===== src/rtl/rsa_pkg.sv =====
// Shared definitions for the RSA sequencing controller.
//   rsa_state_e : FSM state encoding used by rsa_top
//   STG_*       : one-hot stage codes (bit 0 = PRD, bit 1 = NEW, bit 2 = UPD)
//   is_one_hot  : true only for one of the three legal stage codes
package rsa_pkg;

   typedef enum logic [1:0] {
      ST_IDLE    = 2'd0,
      ST_WAIT_IN = 2'd1,
      ST_COMPUTE = 2'd2,
      ST_OUT     = 2'd3
   } rsa_state_e;

   localparam logic [2:0] STG_IDLE = 3'b000;
   localparam logic [2:0] STG_PRD  = 3'b001;
   localparam logic [2:0] STG_NEW  = 3'b010;
   localparam logic [2:0] STG_UPD  = 3'b100;

   function automatic logic is_one_hot(input logic [2:0] v);
      return (v == STG_PRD) || (v == STG_NEW) || (v == STG_UPD);
   endfunction

endpackage


===== src/rtl/rsa_cycle_cnt.sv =====
// Compute-phase down-counter.
//   clk, sys_rst : clock and synchronous active-low reset
//   load         : load load_val (takes priority over dec)
//   load_val     : compute length in cycles (>= 1)
//   dec          : decrement while counting
//   done         : terminal count, high during the last counted cycle
module rsa_cycle_cnt
   import rsa_pkg::*;
#(
   parameter int CNT_W = 12
) (
   input  logic             clk,
   input  logic             sys_rst,
   input  logic             load,
   input  logic [CNT_W-1:0] load_val,
   input  logic             dec,
   output logic             done
);

   logic [CNT_W-1:0] cnt;

   always_ff @(posedge clk) begin
      if (!sys_rst) begin
         cnt <= '0;
      end else if (load) begin
         cnt <= load_val;
      end else if (dec && (cnt != '0)) begin
         cnt <= cnt - 1'b1;
      end
   end

   // Loaded with N on entry, so a count of 1 marks the N-th compute cycle.
   assign done = (cnt == CNT_W'(1));

endmodule


===== src/rtl/rsa_top.sv =====
// RSA stage sequencer: accepts a one-hot stage request, waits for the
// nonlinear unit's input, runs a stage-dependent compute interval and
// presents the result until the nonlinear unit takes it.
//   clk, sys_rst     : clock and synchronous active-low reset
//   landmark_num     : current landmark count (sampled on accept)
//   l_k              : landmark index of the observation (sampled on accept)
//   stage_val        : one-hot stage request, PRD=001 NEW=010 UPD=100
//   nonlinear_s_val  : nonlinear unit has data, per stage bit
//   nonlinear_s_rdy  : nonlinear unit accepts the result, per stage bit
//   stage_rdy        : 111 while idle, else 000
//   nonlinear_m_rdy  : ready for nonlinear data (accepted stage bit)
//   nonlinear_m_val  : result valid (accepted stage bit)
//
// state      | meaning
// -----------+----------------------------------------------
// ST_IDLE    | waiting for a one-hot stage request
// ST_WAIT_IN | waiting for nonlinear_s_val on the stage bit
// ST_COMPUTE | counting the stage compute length
// ST_OUT     | result valid until nonlinear_s_rdy on stage bit
module rsa_top
   import rsa_pkg::*;
#(
   parameter int X            = 4,
   parameter int Y            = 4,
   parameter int L            = 4,
   parameter int RSA_DW       = 16,
   parameter int TB_AW        = 11,
   parameter int CB_AW        = 17,
   parameter int MAX_LANDMARK = 500,
   parameter int ROW_LEN      = 10
) (
   input  logic               clk,
   input  logic               sys_rst,
   input  logic [ROW_LEN-1:0] landmark_num,
   input  logic [ROW_LEN-1:0] l_k,
   input  logic [2:0]         stage_val,
   input  logic [2:0]         nonlinear_s_val,
   input  logic [2:0]         nonlinear_s_rdy,
   output logic [2:0]         stage_rdy,
   output logic [2:0]         nonlinear_m_rdy,
   output logic [2:0]         nonlinear_m_val
);

   localparam int CNT_W = ROW_LEN + 2;

   rsa_state_e         state;
   logic [2:0]         stage_reg;
   logic [ROW_LEN-1:0] lm_reg;
   logic [ROW_LEN-1:0] lk_reg;
   logic [ROW_LEN-1:0] eff_lk;
   logic [CNT_W-1:0]   cmp_len;
   logic               in_xfer;
   logic               out_xfer;
   logic               cnt_done;

   // Array geometry and buffer widths belong to the datapath, not to this
   // sequencer; they are kept in the parameter list for a uniform interface.
   logic unused_cfg;
   assign unused_cfg = (X + Y + RSA_DW + TB_AW + CB_AW) == 0;

   assign in_xfer  = (state == ST_WAIT_IN) && |(nonlinear_s_val & stage_reg);
   assign out_xfer = (state == ST_OUT) && |(nonlinear_s_rdy & stage_reg);

   // An out-of-range landmark count or index falls back to the base length.
   always_comb begin
      eff_lk = lk_reg;
      if ((int'(lm_reg) > MAX_LANDMARK) || (lk_reg > lm_reg)) begin
         eff_lk = '0;
      end
      case (stage_reg)
         STG_NEW: cmp_len = CNT_W'(2 * L);
         STG_UPD: cmp_len = CNT_W'(L) + CNT_W'(eff_lk);
         default: cmp_len = CNT_W'(L);
      endcase
   end

   rsa_cycle_cnt #(.CNT_W(CNT_W)) u_cycle_cnt (
      .clk      (clk),
      .sys_rst  (sys_rst),
      .load     (in_xfer),
      .load_val (cmp_len),
      .dec      (state == ST_COMPUTE),
      .done     (cnt_done)
   );

   // Outputs are registered with the state so they change only with it.
   always_ff @(posedge clk) begin
      if (!sys_rst) begin
         state           <= ST_IDLE;
         stage_reg       <= STG_IDLE;
         lm_reg          <= '0;
         lk_reg          <= '0;
         stage_rdy       <= 3'b111;
         nonlinear_m_rdy <= 3'b000;
         nonlinear_m_val <= 3'b000;
      end else begin
         case (state)
            ST_IDLE: begin
               if (is_one_hot(stage_val)) begin
                  state           <= ST_WAIT_IN;
                  stage_reg       <= stage_val;
                  lm_reg          <= landmark_num;
                  lk_reg          <= l_k;
                  stage_rdy       <= 3'b000;
                  nonlinear_m_rdy <= stage_val;
               end
            end
            ST_WAIT_IN: begin
               if (in_xfer) begin
                  state           <= ST_COMPUTE;
                  nonlinear_m_rdy <= 3'b000;
               end
            end
            ST_COMPUTE: begin
               if (cnt_done) begin
                  state           <= ST_OUT;
                  nonlinear_m_val <= stage_reg;
               end
            end
            ST_OUT: begin
               if (out_xfer) begin
                  state           <= ST_IDLE;
                  stage_reg       <= STG_IDLE;
                  nonlinear_m_val <= 3'b000;
                  stage_rdy       <= 3'b111;
               end
            end
            default: begin
               state <= ST_IDLE;
            end
         endcase
      end
   end

endmodule


===== config.mk =====
export PLATFORM = sky130hd
export DESIGN_NAME = rsa_top
export DESIGN_NICKNAME = d
export VERILOG_FILES = /design/src/rtl/rsa_pkg.sv /design/src/rtl/rsa_cycle_cnt.sv /design/src/rtl/rsa_top.sv
export SDC_FILE = /design/constraint.sdc
export NUM_CORES = 1
export LEC_CHECK = 0
export ABC_AREA = 1
export CAP_MARGIN = 0
export CORE_ASPECT_RATIO = 0.9
export CORE_MARGIN = 10
export CORE_UTILIZATION = 40
export DETAILED_ROUTE_END_ITERATION = 8
export PLACE_DENSITY = 0.73
export SLEW_MARGIN = 20
export SYNTH_ARGS = -nofsm -noshare
export SYNTH_HDL_FRONTEND = slang
export SYNTH_SLANG_ARGS = --single-unit

===== constraint.sdc =====
create_clock -name clk -period 2.3 [get_ports clk]
set_input_delay 0.46 -clock clk [delete_from_list [all_inputs] [get_ports clk]]
set_output_delay 0.46 -clock clk [all_outputs]
set_load 0.01 [all_outputs]

# Word-level counts from Yosys, hierarchy flattened
# Cells that the tools add are included.
# totals
ff_bits	46
memories	0
ramBits	0
romBits	0
latchBits	0
out_inout_bits	9
in_bits	31
word_cells	65
# classes
n_eq_ne	13
bitwise_logic	2
n_reduce_logical	19
div	0
mux	19
magnitude_cmp	2
shift	0
multipliers	0
add_sub_neg	2
# op_table
cell	n
2-to-1 mux 12 bit	2
case mux 3 bit (2 select lines)	4
case mux 11 bit (2 select lines)	1
2-to-1 mux 3 bit	6
== test 12 x 1 -> 1 bit, second input constant	1
nonzero test 12 bit	1
subtractor 12 x 1 -> 12 bit, second input constant	1
adder 3 x 10 -> 11 bit, first input constant	1
greater-than comparator 10 bit	1
greater-than comparator 10 x 9 -> 1 bit, second input constant	1
2-to-1 mux 10 bit	1
AND reduction 3 bit	3
2-to-1 mux 2 bit	4
!= test 2 bit, second input constant	4
case mux 2 bit (4 select lines)	1
nonzero test 2 bit	4
bitwise AND 3 bit	2
== test 3 x 2 -> 1 bit, second input constant	2
== test 3 bit, second input constant	2
OR reduction 3 bit	2
== test 2 bit, second input constant	2
AND reduction 4 bit	1
== test 3 x 1 -> 1 bit, second input constant	1
logical AND 1 bit	3
other kinds (4)	6

# Longest topological paths before layout
# logic_depth
ltp_word	6
ltp_mapped	18
ltp_nobuf	18

# Hierarchy
# From an unflattened synthesis, not the netlist that was laid out.
# unflattened
cells_unflattened	424
area_unflattened_um2	2807.7
# modules_own_cells
module	seq_area_each_um2	cells_per_inst	n_inst	area_per_inst_um2
rsa_top	640.6	275	1	1916.8
rsa_cycle_cnt	240.2	149	1	890.9

# Worst setup path after synthesis
# OpenSTA, ideal clock, no wires.
# synth_path
path_type	register to register
from	reg lm_reg[9]
to	reg u_cycle_cnt.cnt[8]
arrival_time_ns	2.108
setup_slack_ns	0.126
path_buffers	0
t_required_ns	2.234
setup_ns	0.066
stages_incl_launch_ff	17
synth_period_minus_slack_ns	2.174
path_cell_list	dfxtp_1 inv_1 ha_1 nand2_1 inv_2 a21oi_1 nand3_1 nand2_2 nand2_2 nor2_1 ha_1 nand4_1 nor2_1 nand2_1 nand2_1 nand2_1 a21oi_2
# synth_between
elab_chain_cells	6
word_cells_on_any_way	7
classes_between	add/sub (1); order compare (2); mux (3); reduce/logical (1)
# synth_rtl
element	line_no	rtl
start, declared	rsa_top.sv:48	logic [ROW_LEN-1:0] lm_reg;
start signal, assigned	rsa_top.sv:102	lm_reg <= landmark_num;
greater-than comparator 10 x 9 -> 1 bit or greater-than comparator 10 bit (tied branches)	rsa_top.sv:67	if ((int'(lm_reg) > MAX_LANDMARK) || (lk_reg > lm_reg)) begin
logical OR 1 bit *	rsa_top.sv:67	
2-to-1 mux 10 bit *	rsa_top.sv:67	
adder 3 x 10 -> 11 bit *	rsa_top.sv:72	STG_UPD: cmp_len = CNT_W'(L) + CNT_W'(eff_lk);
case mux 11 bit (2 select lines) *	rsa_top.sv:70	case (stage_reg)
2-to-1 mux 12 bit *	rsa_cycle_cnt.sv:25	end else if (load) begin
end signal, assigned	rsa_cycle_cnt.sv:26	cnt <= load_val;
end signal, assigned	rsa_cycle_cnt.sv:28	cnt <= cnt - 1'b1;
end, declared	rsa_cycle_cnt.sv:20	logic [CNT_W-1:0] cnt;
# Every way passes the cells marked *; elsewhere a longest branch is shown, timed or not.
# A chain may end at the register's enable or synchronous reset.

# Worst setup path after layout
# layout_path
from	reg lk_reg[9]
to	reg u_cycle_cnt.cnt[8]
# layout_between
elab_chain_cells	6
# layout_rtl
element	line_no	rtl
start, declared	rsa_top.sv:49	logic [ROW_LEN-1:0] lk_reg;
start signal, assigned	rsa_top.sv:103	lk_reg <= l_k;
greater-than comparator 10 bit	rsa_top.sv:67	
logical OR 1 bit	rsa_top.sv:67	
2-to-1 mux 10 bit	rsa_top.sv:67	
adder 3 x 10 -> 11 bit	rsa_top.sv:72	
case mux 11 bit (2 select lines)	rsa_top.sv:70	
2-to-1 mux 12 bit	rsa_cycle_cnt.sv:25	
# Every way passes these cells.

==> results.toml <==
[pwr]
peakVddDrop_v = 0.000656
powerDensity_nw_per_um2 = 1250
fin_total_pwr_mw = 4.28
p_leak_nw = 1.36

[floorplanning]
die_height_um = 96.5
initial_core_util_pct = 41.8
die-area_um2 = 10100
std_cell_rows = 27
coreArea_um2 = 6220
fp.dieW_um = 105
ioPinCount = 40

[route]
drt-initial-drc-count = 168
drc = 0
vias_per_cell = 5.22
vias = 2627
avgRoutedWirePerCell_um = 13.6
dr.pass1.iters = 5
drtAntennaViolNets = 0
wl_um = 6820

[sta]
post-route-period-util_pct = 95.8
fin_skew_ps = 7.82
max_freq_mhz = 454
relSlewSlack_pct = 74.9
hold_viol = 0
final_max_slew_viol_count = 0
setup_ws_ps = 95.9
setup_viol = 0
period_needed_ps = 2200
tightest_slew_ps = 376

[worst_hold_path]
holdCritPathClass = "reg -> reg"

[critical_path]
critPathMaxStageDelay_ps = 420
worstSetupPathType = "reg -> reg"
end_kind = "flip-flop"
path_common_cell = "nand2_1"
crit_required_ps = 2540
path_buf_inv = 1
cp_max_fo = 4
critPathLaunchType = "flip-flop"
cpMaxStageDelayCell = "dfxtp_1"
cp_top_family = "simple AND/OR/NAND/NOR gates"
cp.arrival_ps = 2440
crit_path_cell_trace = "ha_4 -> nand2_4 -> inv_2 -> a21oi_2 -> nand3_1 -> nand2_2 -> nand2_4 -> nor2_4 -> ha_4 -> nand4_1 -> nor2_2 -> nand2_1 -> nand2_1 -> nand2_1 -> a21oi_2"

[global_route]
grt_pass1_vias = 2442
track_usage_pct = 12.6
grt_overflow = 0
grt_max_degree = 40
grt_pass1_wl_um = 10800
antenna_found_initial = 0

[cts]
cts_sinks = 44
clk_latency_ps = 300
path_clk_slew_ps = 90
clock_path_buffers = 2
numCtsBuffers = 5
clk_root_buffer_cell = "clkbuf_8"
htreeDepth = 2
cts_tree = "built"
ctsHoldBuffers = 0

[synth]
synth_cells = 372
synth_seq_cells = 44
syn_area_um2 = 2600
synthDistinctLibCells = 36
yosys_warnings = 0
avgSynthCellArea_um2 = 6.98
ys_seq_area_share_pct = 33.9
synth_nets = 420

[finish]
diodes = 0
largest_reg_flops = 12
syn_to_final_growth_pct = 31.6
drive_gt1_share_pct = 20.4
final_nets = 465

[placement]
pre_cts_ws_ps = -74.3
hpwl_um = 4940
gp_congestion = 0.933
numPortBuffers = 39

[run_status]
status = "completed"

[job]
cap_violations = 0
==> cells in the mapped netlist, drive strengths merged <==
library cell / number / share of area [%]
a211oi: 1 / 0.29
a21oi: 47 / 9.5
a221oi: 5 / 2.2
a22o: 1 / 0.34
a31oi: 4 / 0.96
buf: 7 / 1.6
clkbuf: 6 / 0.87
clkinv: 1 / 0.14
dfxtp: 44 / 34
ha: 17 / 8.2
inv: 57 / 8.2
nand2: 66 / 10
nand3: 28 / 5.6
nand3b: 2 / 0.58
nand4: 5 / 1.4
nor2: 29 / 4.6
nor3: 5 / 1.2
nor4: 1 / 0.82
o211ai: 2 / 0.58
o21ai: 38 / 7.3
o21bai: 1 / 0.29
o22ai: 2 / 0.48
or2: 2 / 0.48
xnor2: 1 / 0.34
==> final cells by class <==
type                    instances  area (um2)
flip-flops and latches         44         900
well taps                      87         109
clock buffers                   5        68.8
inverters                      58         220
multi-input cells             257        1610
clock inverters                 1        30.0
repair buffers                 51         480
fillers                       589        2800
==> worst reg2reg max path, stage by stage, from the launching register on <==
cell	delay (ps)
dfxtp_1	420
ha_4	240
nand2_4	70
inv_2	40
a21oi_2	120
nand3_1	80
nand2_2	110
nand2_4	80
nor2_4	160
ha_4	150
nand4_1	130
nor2_2	190
nand2_1	80
nand2_1	60
nand2_1	60
a21oi_2	140
==> per-stage QoR <==
| step | area [um2] | utilization [%] | hold slack [ps] | instances | setup TNS [ps] |
|---|---|---|---|---|---|
| 2_1_floorplan | 2600 | - | 437 | 372 | 0 |
| 3_3_place_gp | 3090 | 49.7 | 456 | 493 | 0 |
| 3_5_place_dp | 3090 | 49.7 | 458 | 493 | -76.7 |
| 4_1_cts | 3200 | 51.5 | 471 | 500 | 0 |
| 5_1_grt | 3420 | 55.0 | 489 | 503 | -97.5 |
| 6_report | 3420 | 55.0 | 470 | 503 | 0 |
==> metal layers <==
| layer | track usage (%) | vias to the layer above | routed length [um] |
|---|---|---|---|
| met5 | 0 | - | 0 |
| met4 | 3.31 | 0 | 79 |
| li1 | - | 1324 | - |
| met3 | 3.24 | 15 | 446 |
| met2 | 21.3 | 91 | 3310 |
| met1 | 15.7 | 1197 | 2980 |
==> path summary, 6_finish.rpt <==
kind | startpoint | endpoint | slack, ps | cells past startpoint
setup reg to reg | lk_reg[9] | u_cycle_cnt.cnt[8] | 100 | 15
hold / removal | nonlinear_m_rdy[2] | nonlinear_m_rdy[2] | 470 | 2
setup / recovery | lk_reg[9] | u_cycle_cnt.cnt[8] | 100 | 15
hold reg to reg | nonlinear_m_rdy[2] | nonlinear_m_rdy[2] | 470 | 2
==> where the power goes <==
part	internal (mW)	leakage (nW)	switching, mW
Clock	0.312	0.0501	0.265
Sequential	1.01	0.367	0.223
Combinational	0.989	0.947	1.48
==> cells in the final DEF (no fill, tap or decap), drive strengths merged, types with 2 or more instances in the layout <==
cell           netlist  final
nand2               66     66
inv                 57     57
a21oi               47     47
dfxtp               44     44
clkdlybuf4s50        0     39
o21ai               38     38
nor2                29     29
nand3               28     28
ha                  17     17
buf                  7     12
clkbuf               6      5
nand4                5      5
nor3                 5      5
a221oi               5      5
a31oi                4      4
nand3b               2      2
o22ai                2      2
o211ai               2      2
or2                  2      2
==> repair_timing <==
item | CTS | global route
resized for setup | 2 | 47
pin swaps | 2 | 22
buffers inserted | 1 | 3
endpoints found under the setup margin | 3 | 5
cloned | 0 | 0
==> cells by family after synthesis <==
family          share of synthesized area (%)
compound gates                           21.9
xor+xnor                                0.337
fa+ha+maj                                8.19
buf+inv                                  10.9
flops                                    33.9
simple gates                             24.8
No activity file was read; power rests on OpenSTA's default activity.
==> RTL edit 1 (config.mk and constraints unchanged) <==
Set the parameter `ROW_LEN` to 20 (it was 10).
--- a/src/rtl/rsa_top.sv
+++ b/src/rtl/rsa_top.sv
@@ -29,3 +29,3 @@
    parameter int MAX_LANDMARK = 500,
-   parameter int ROW_LEN      = 10
+   parameter int ROW_LEN      = 20
 ) (
Interface: changed (resized l_k and landmark_num); port bits go from 40 to 60. No check against the original RTL was run, so the function may have changed too.
==> RTL edit 1 against the original RTL <==
  * The flow now finishes with violations (setup timing)
  * Sequential cell count is 30 higher
  * Final cell count is 91% higher
  * Critical path depth is 3 higher
  * Total power is 80% higher
  * Design area is 94% higher
  * Routed wire length is 100% higher
  * Sequential share of layout area is 3.6 points lower
  * Setup slack worse by 0.26 ns
  * Sequential power is 65% higher
  * Area after synthesis is 81% higher
  * Largest power group unchanged
  * Highest routed layer unchanged
==> RTL edit 1: results <==
[timing]
finalSetupViolCount = 13
worst_slack_ns = -0.165
slew_headroom_pct = 70.4
clock_skew_ns = 0.00641

[layout]
clkbuf_count = 14
register_area_um2 = 1510
signal_buffers = 135
clock_area_share_pct = 4.02
fillCellCount = 1015
fin_nets = 880
layout.comb_gates.multi_input = 484

[clock_tree]
cts_setup_buffers = 4
numCtsBuffers = 9
root_buffer = "clkbuf_16"
cts_htree_levels = 3
cts.clk_slew.worst_paths_ns = 0.06

[placed_design]
dpl.hpwl_um = 10100
dp.cells = 940
port_buffers = 59

[status]
outcome = "finished with violations"
violations = "setup timing"

[detailed_routing]
drtIter0Drc = 306
dr_wl_met2_um = 6640
wl_met3_um = 713
via_per_inst = 5.14
wl_per_cell_um = 14.2

[yosys]
yosysSeqAreaShare_pct = 31.5
synth_fp_nets = 760
synthTopCellsByArea = "dfxtp_1 31%, o21ai_0 9.3%, nand2_1 8.1%, inv_1 7.6%, ha_1 7.2%"

[power_and_ir_drop]
vdd_drop_max_v = 0.000680
power.density_nw_per_um2 = 1160

[global_route]
use_met2_pct = 27.7

[setup_path]
critPathArrivalTime_ns = 2.68
-- RTL edit 1: changes by cell type in the layout (fill, tap and decap cells not counted), moves of 12 or more --
cell | before | now
clkdlybuf4s50_1 | 39 | 59
nand2_2 | 4 | 16
dfxtp_1 | 31 | 54
inv_1 | 41 | 81
o21ai_0 | 27 | 85
buf_4 | 12 | 72
nor2_1 | 21 | 60
nand2_1 | 57 | 86
a21oi_1 | 42 | 59
-- RTL edit 1: worst paths after layout --
check,startpoint,end,slack (ns),cells past startpoint
max,lk_reg[14],u_cycle_cnt.cnt[16],-0.16,18
min,nonlinear_m_rdy[0],nonlinear_m_rdy[0],0.47,2
max reg2reg,lk_reg[14],u_cycle_cnt.cnt[16],-0.16,18
min reg2reg,nonlinear_m_rdy[0],nonlinear_m_rdy[0],0.47,2
-- RTL edit 1: kinds of logic after synthesis --
group	share of synthesized area, %
and+or+nand+nor	28.6
AOI/OAI and AO/OA	20.2
buffers and inverters	10.8
DFF	31.5
xor gates and xnor gates	1.86
adders and majority gates	7.18
-- RTL edit 1: stage by stage --
| stage | utilization [%] | total power [mW] | hold slack, ns | TNS (ns) | setup WS [ns] |
|---|---|---|---|---|---|
| 3_5_place_dp | 52.9 | 6.01 | 0.465 | -1.70 | -0.205 |
| 5_1_grt | 57.8 | 8.34 | 0.498 | -3.69 | -0.363 |
| 3_3_place_gp | 52.9 | 5.87 | 0.455 | -0.949 | -0.164 |
| 2_1_floorplan | - | 4.78 | 0.438 | -0.288 | -0.0940 |
| 6_report | 57.8 | 7.70 | 0.473 | -1.46 | -0.165 |
| 4_1_cts | 56.3 | 7.46 | 0.478 | -0.646 | -0.0943 |
-- RTL edit 1: report_power, final --
group          switching [mW]  internal [mW]  total, mW
clock                   0.538          0.760       1.30
combinational            2.55           1.82       4.37
sequential              0.338           1.69       2.03
==> RTL edit 2 (config.mk and constraints unchanged) <==
Without the edit above. Encoding of `rsa_state_e`: now one-hot (4 bits for 4 states).
--- a/src/rtl/rsa_pkg.sv
+++ b/src/rtl/rsa_pkg.sv
@@ -6,7 +6,7 @@
 
-   typedef enum logic [1:0] {
-      ST_IDLE    = 2'd0,
-      ST_WAIT_IN = 2'd1,
-      ST_COMPUTE = 2'd2,
-      ST_OUT     = 2'd3
+   typedef enum logic [3:0] {
+      ST_IDLE    = 4'b0001,
+      ST_WAIT_IN = 4'b0010,
+      ST_COMPUTE = 4'b0100,
+      ST_OUT     = 4'b1000
    } rsa_state_e;
Function: no difference found for any inputs over 10 cycles, from zero or initial values and one cycle with sys_rst low; not proved beyond that.
==> RTL edit 2 against the original RTL <==
  * Design area fell by 0.18%
  * Routed wire length is 1.1% higher
  * Critical path depth unchanged
  * Maximum frequency is 1.2% higher
  * First-iteration DRC count fell by 34%
  * Sequential share of layout area grew 0.93 points
  * Setup slack better by 0.027 ns
  * Sequential cell count up 2
  * Count of clock-buffer cells in the layout is the same
  * Area after synthesis is 4.4% higher
  * Total power decreased by 25%
  * Die area is 3.5% higher
  * Combinational power fell by 36%
  * Critical path type unchanged
  * Largest cell class unchanged
==> RTL edit 2: results <==
[detailed_routing]
dr_wl_met2_um = 3220
wl_met3_um = 448
via_per_inst = 4.99
route.final.wire_length_um = 6890
dr.pass1.iters = 4
drtIter0Drc = 111
wl_met1_um = 3170

[placed_design]
dpl.hpwl_um = 5110
dp.cells = 512
dpl_worst_slack_ns = -0.0651
routabilityCongestion = 0.853
placed_cell_area_um2 = 3200

[global_route]
grt_pass1_wl_um = 11600
grt_util_all_layers_pct = 13.1
gr-usage-met3_pct = 4.07
grt_pass1_vias = 2509
use_met1_pct = 17.0
antenna_found_initial = 0
use_met2_pct = 20.5
grt_max_degree = 39

[yosys]
syn_area_per_cell_um2 = 7.01
yosysSeqAreaShare_pct = 33.9
synth_fp_nets = 431
synthTopCellsByArea = "dfxtp_1 34%, a21oi_1 8.7%, inv_1 8.2%, nand2_1 7.9%, o21ai_0 6.3%"
synthTopCellsByCount = "59 x inv_1, 57 x nand2_1, 47 x a21oi_1, 46 x dfxtp_1, 40 x nor2_1"

[clock_tree]
cts_resized = 1
cts_htree_levels = 2
cts_setup_buffers = 0

[timing]
worst_slack_ns = 0.123
whs_ns = 0.473
worstMarginPinSlew_ns = 0.549
clock_skew_ns = 0.00944

[layout]
fin_nets = 473
drive_gt1_share_pct = 15.8
diodes = 0
fillCellCount = 656
finalNonFillerCells = 520

[power_and_ir_drop]
vdd_drop_max_v = 0.000532
p_leak_nw = 1.44
power.switching_mw = 1.39

[setup_path]
cpPeakStageDelay_ns = 0.44
r2r_slack_ns = 0.12
critical_path.slowest_cell = "dfxtp_1"
critPathArrivalTime_ns = 2.41

[status]
outcome = "finished, final reports clean"
==> RTL edit 2: worst reg2reg max path, cell delays in order (launching register included) <==
cell	delay (ns)
dfxtp_1	0.44
ha_4	0.23
nand2_2	0.09
inv_1	0.05
a21oi_2	0.15
nand3_1	0.11
nand2_2	0.11
nand2_4	0.08
nor2_4	0.14
ha_4	0.14
inv_2	0.05
nor2_2	0.09
nand2_1	0.07
nor2_2	0.12
nand4_1	0.08
a21oi_1	0.14
==> RTL edit 2: power by group through the flow <==
stage | clock (mW) | sequential [mW] | combinational, mW
after floorplan | 0 | 1.08 | 1.01
after global routing | 0.560 | 1.16 | 1.77
after CTS | 0.518 | 1.10 | 1.37
after global placement | 0 | 1.11 | 1.32
final | 0.509 | 1.13 | 1.57
after detailed placement | 0 | 1.12 | 1.36
==> RTL edit 2: layout make-up <==
cell class / instances / area (µm²) / share of cell area (%)
Multi-Input combinational cell: 265 / 1580 / 46.4
Timing Repair Buffer: 49 / 465 / 13.6
Clock buffer: 5 / 68.8 / 2.02
Clock inverter: 3 / 21.3 / 0.623
Inverter: 62 / 233 / 6.82
Sequential cell: 46 / 930 / 27.2
Tap cell: 90 / 113 / 3.30
==> RTL edit 2: kinds of logic after synthesis <==
logic type               share of synthesized area, %
buffers and inverters                            12.0
adder cells (fa/ha/maj)                          6.00
flip-flops                                       33.9
XOR/XNOR                                        0.646
AO/OA/AOI/OAI                                    18.4
AND/OR/NAND/NOR                                  29.0
==> RTL edit 2: worst paths after layout <==
path,startpoint,to,cells past startpoint
setup / recovery,lk_reg[8],u_cycle_cnt.cnt[10],15
hold / removal,nonlinear_m_rdy[1],nonlinear_m_rdy[1],2
setup reg to reg,lk_reg[8],u_cycle_cnt.cnt[10],15
hold reg to reg,nonlinear_m_rdy[1],nonlinear_m_rdy[1],2
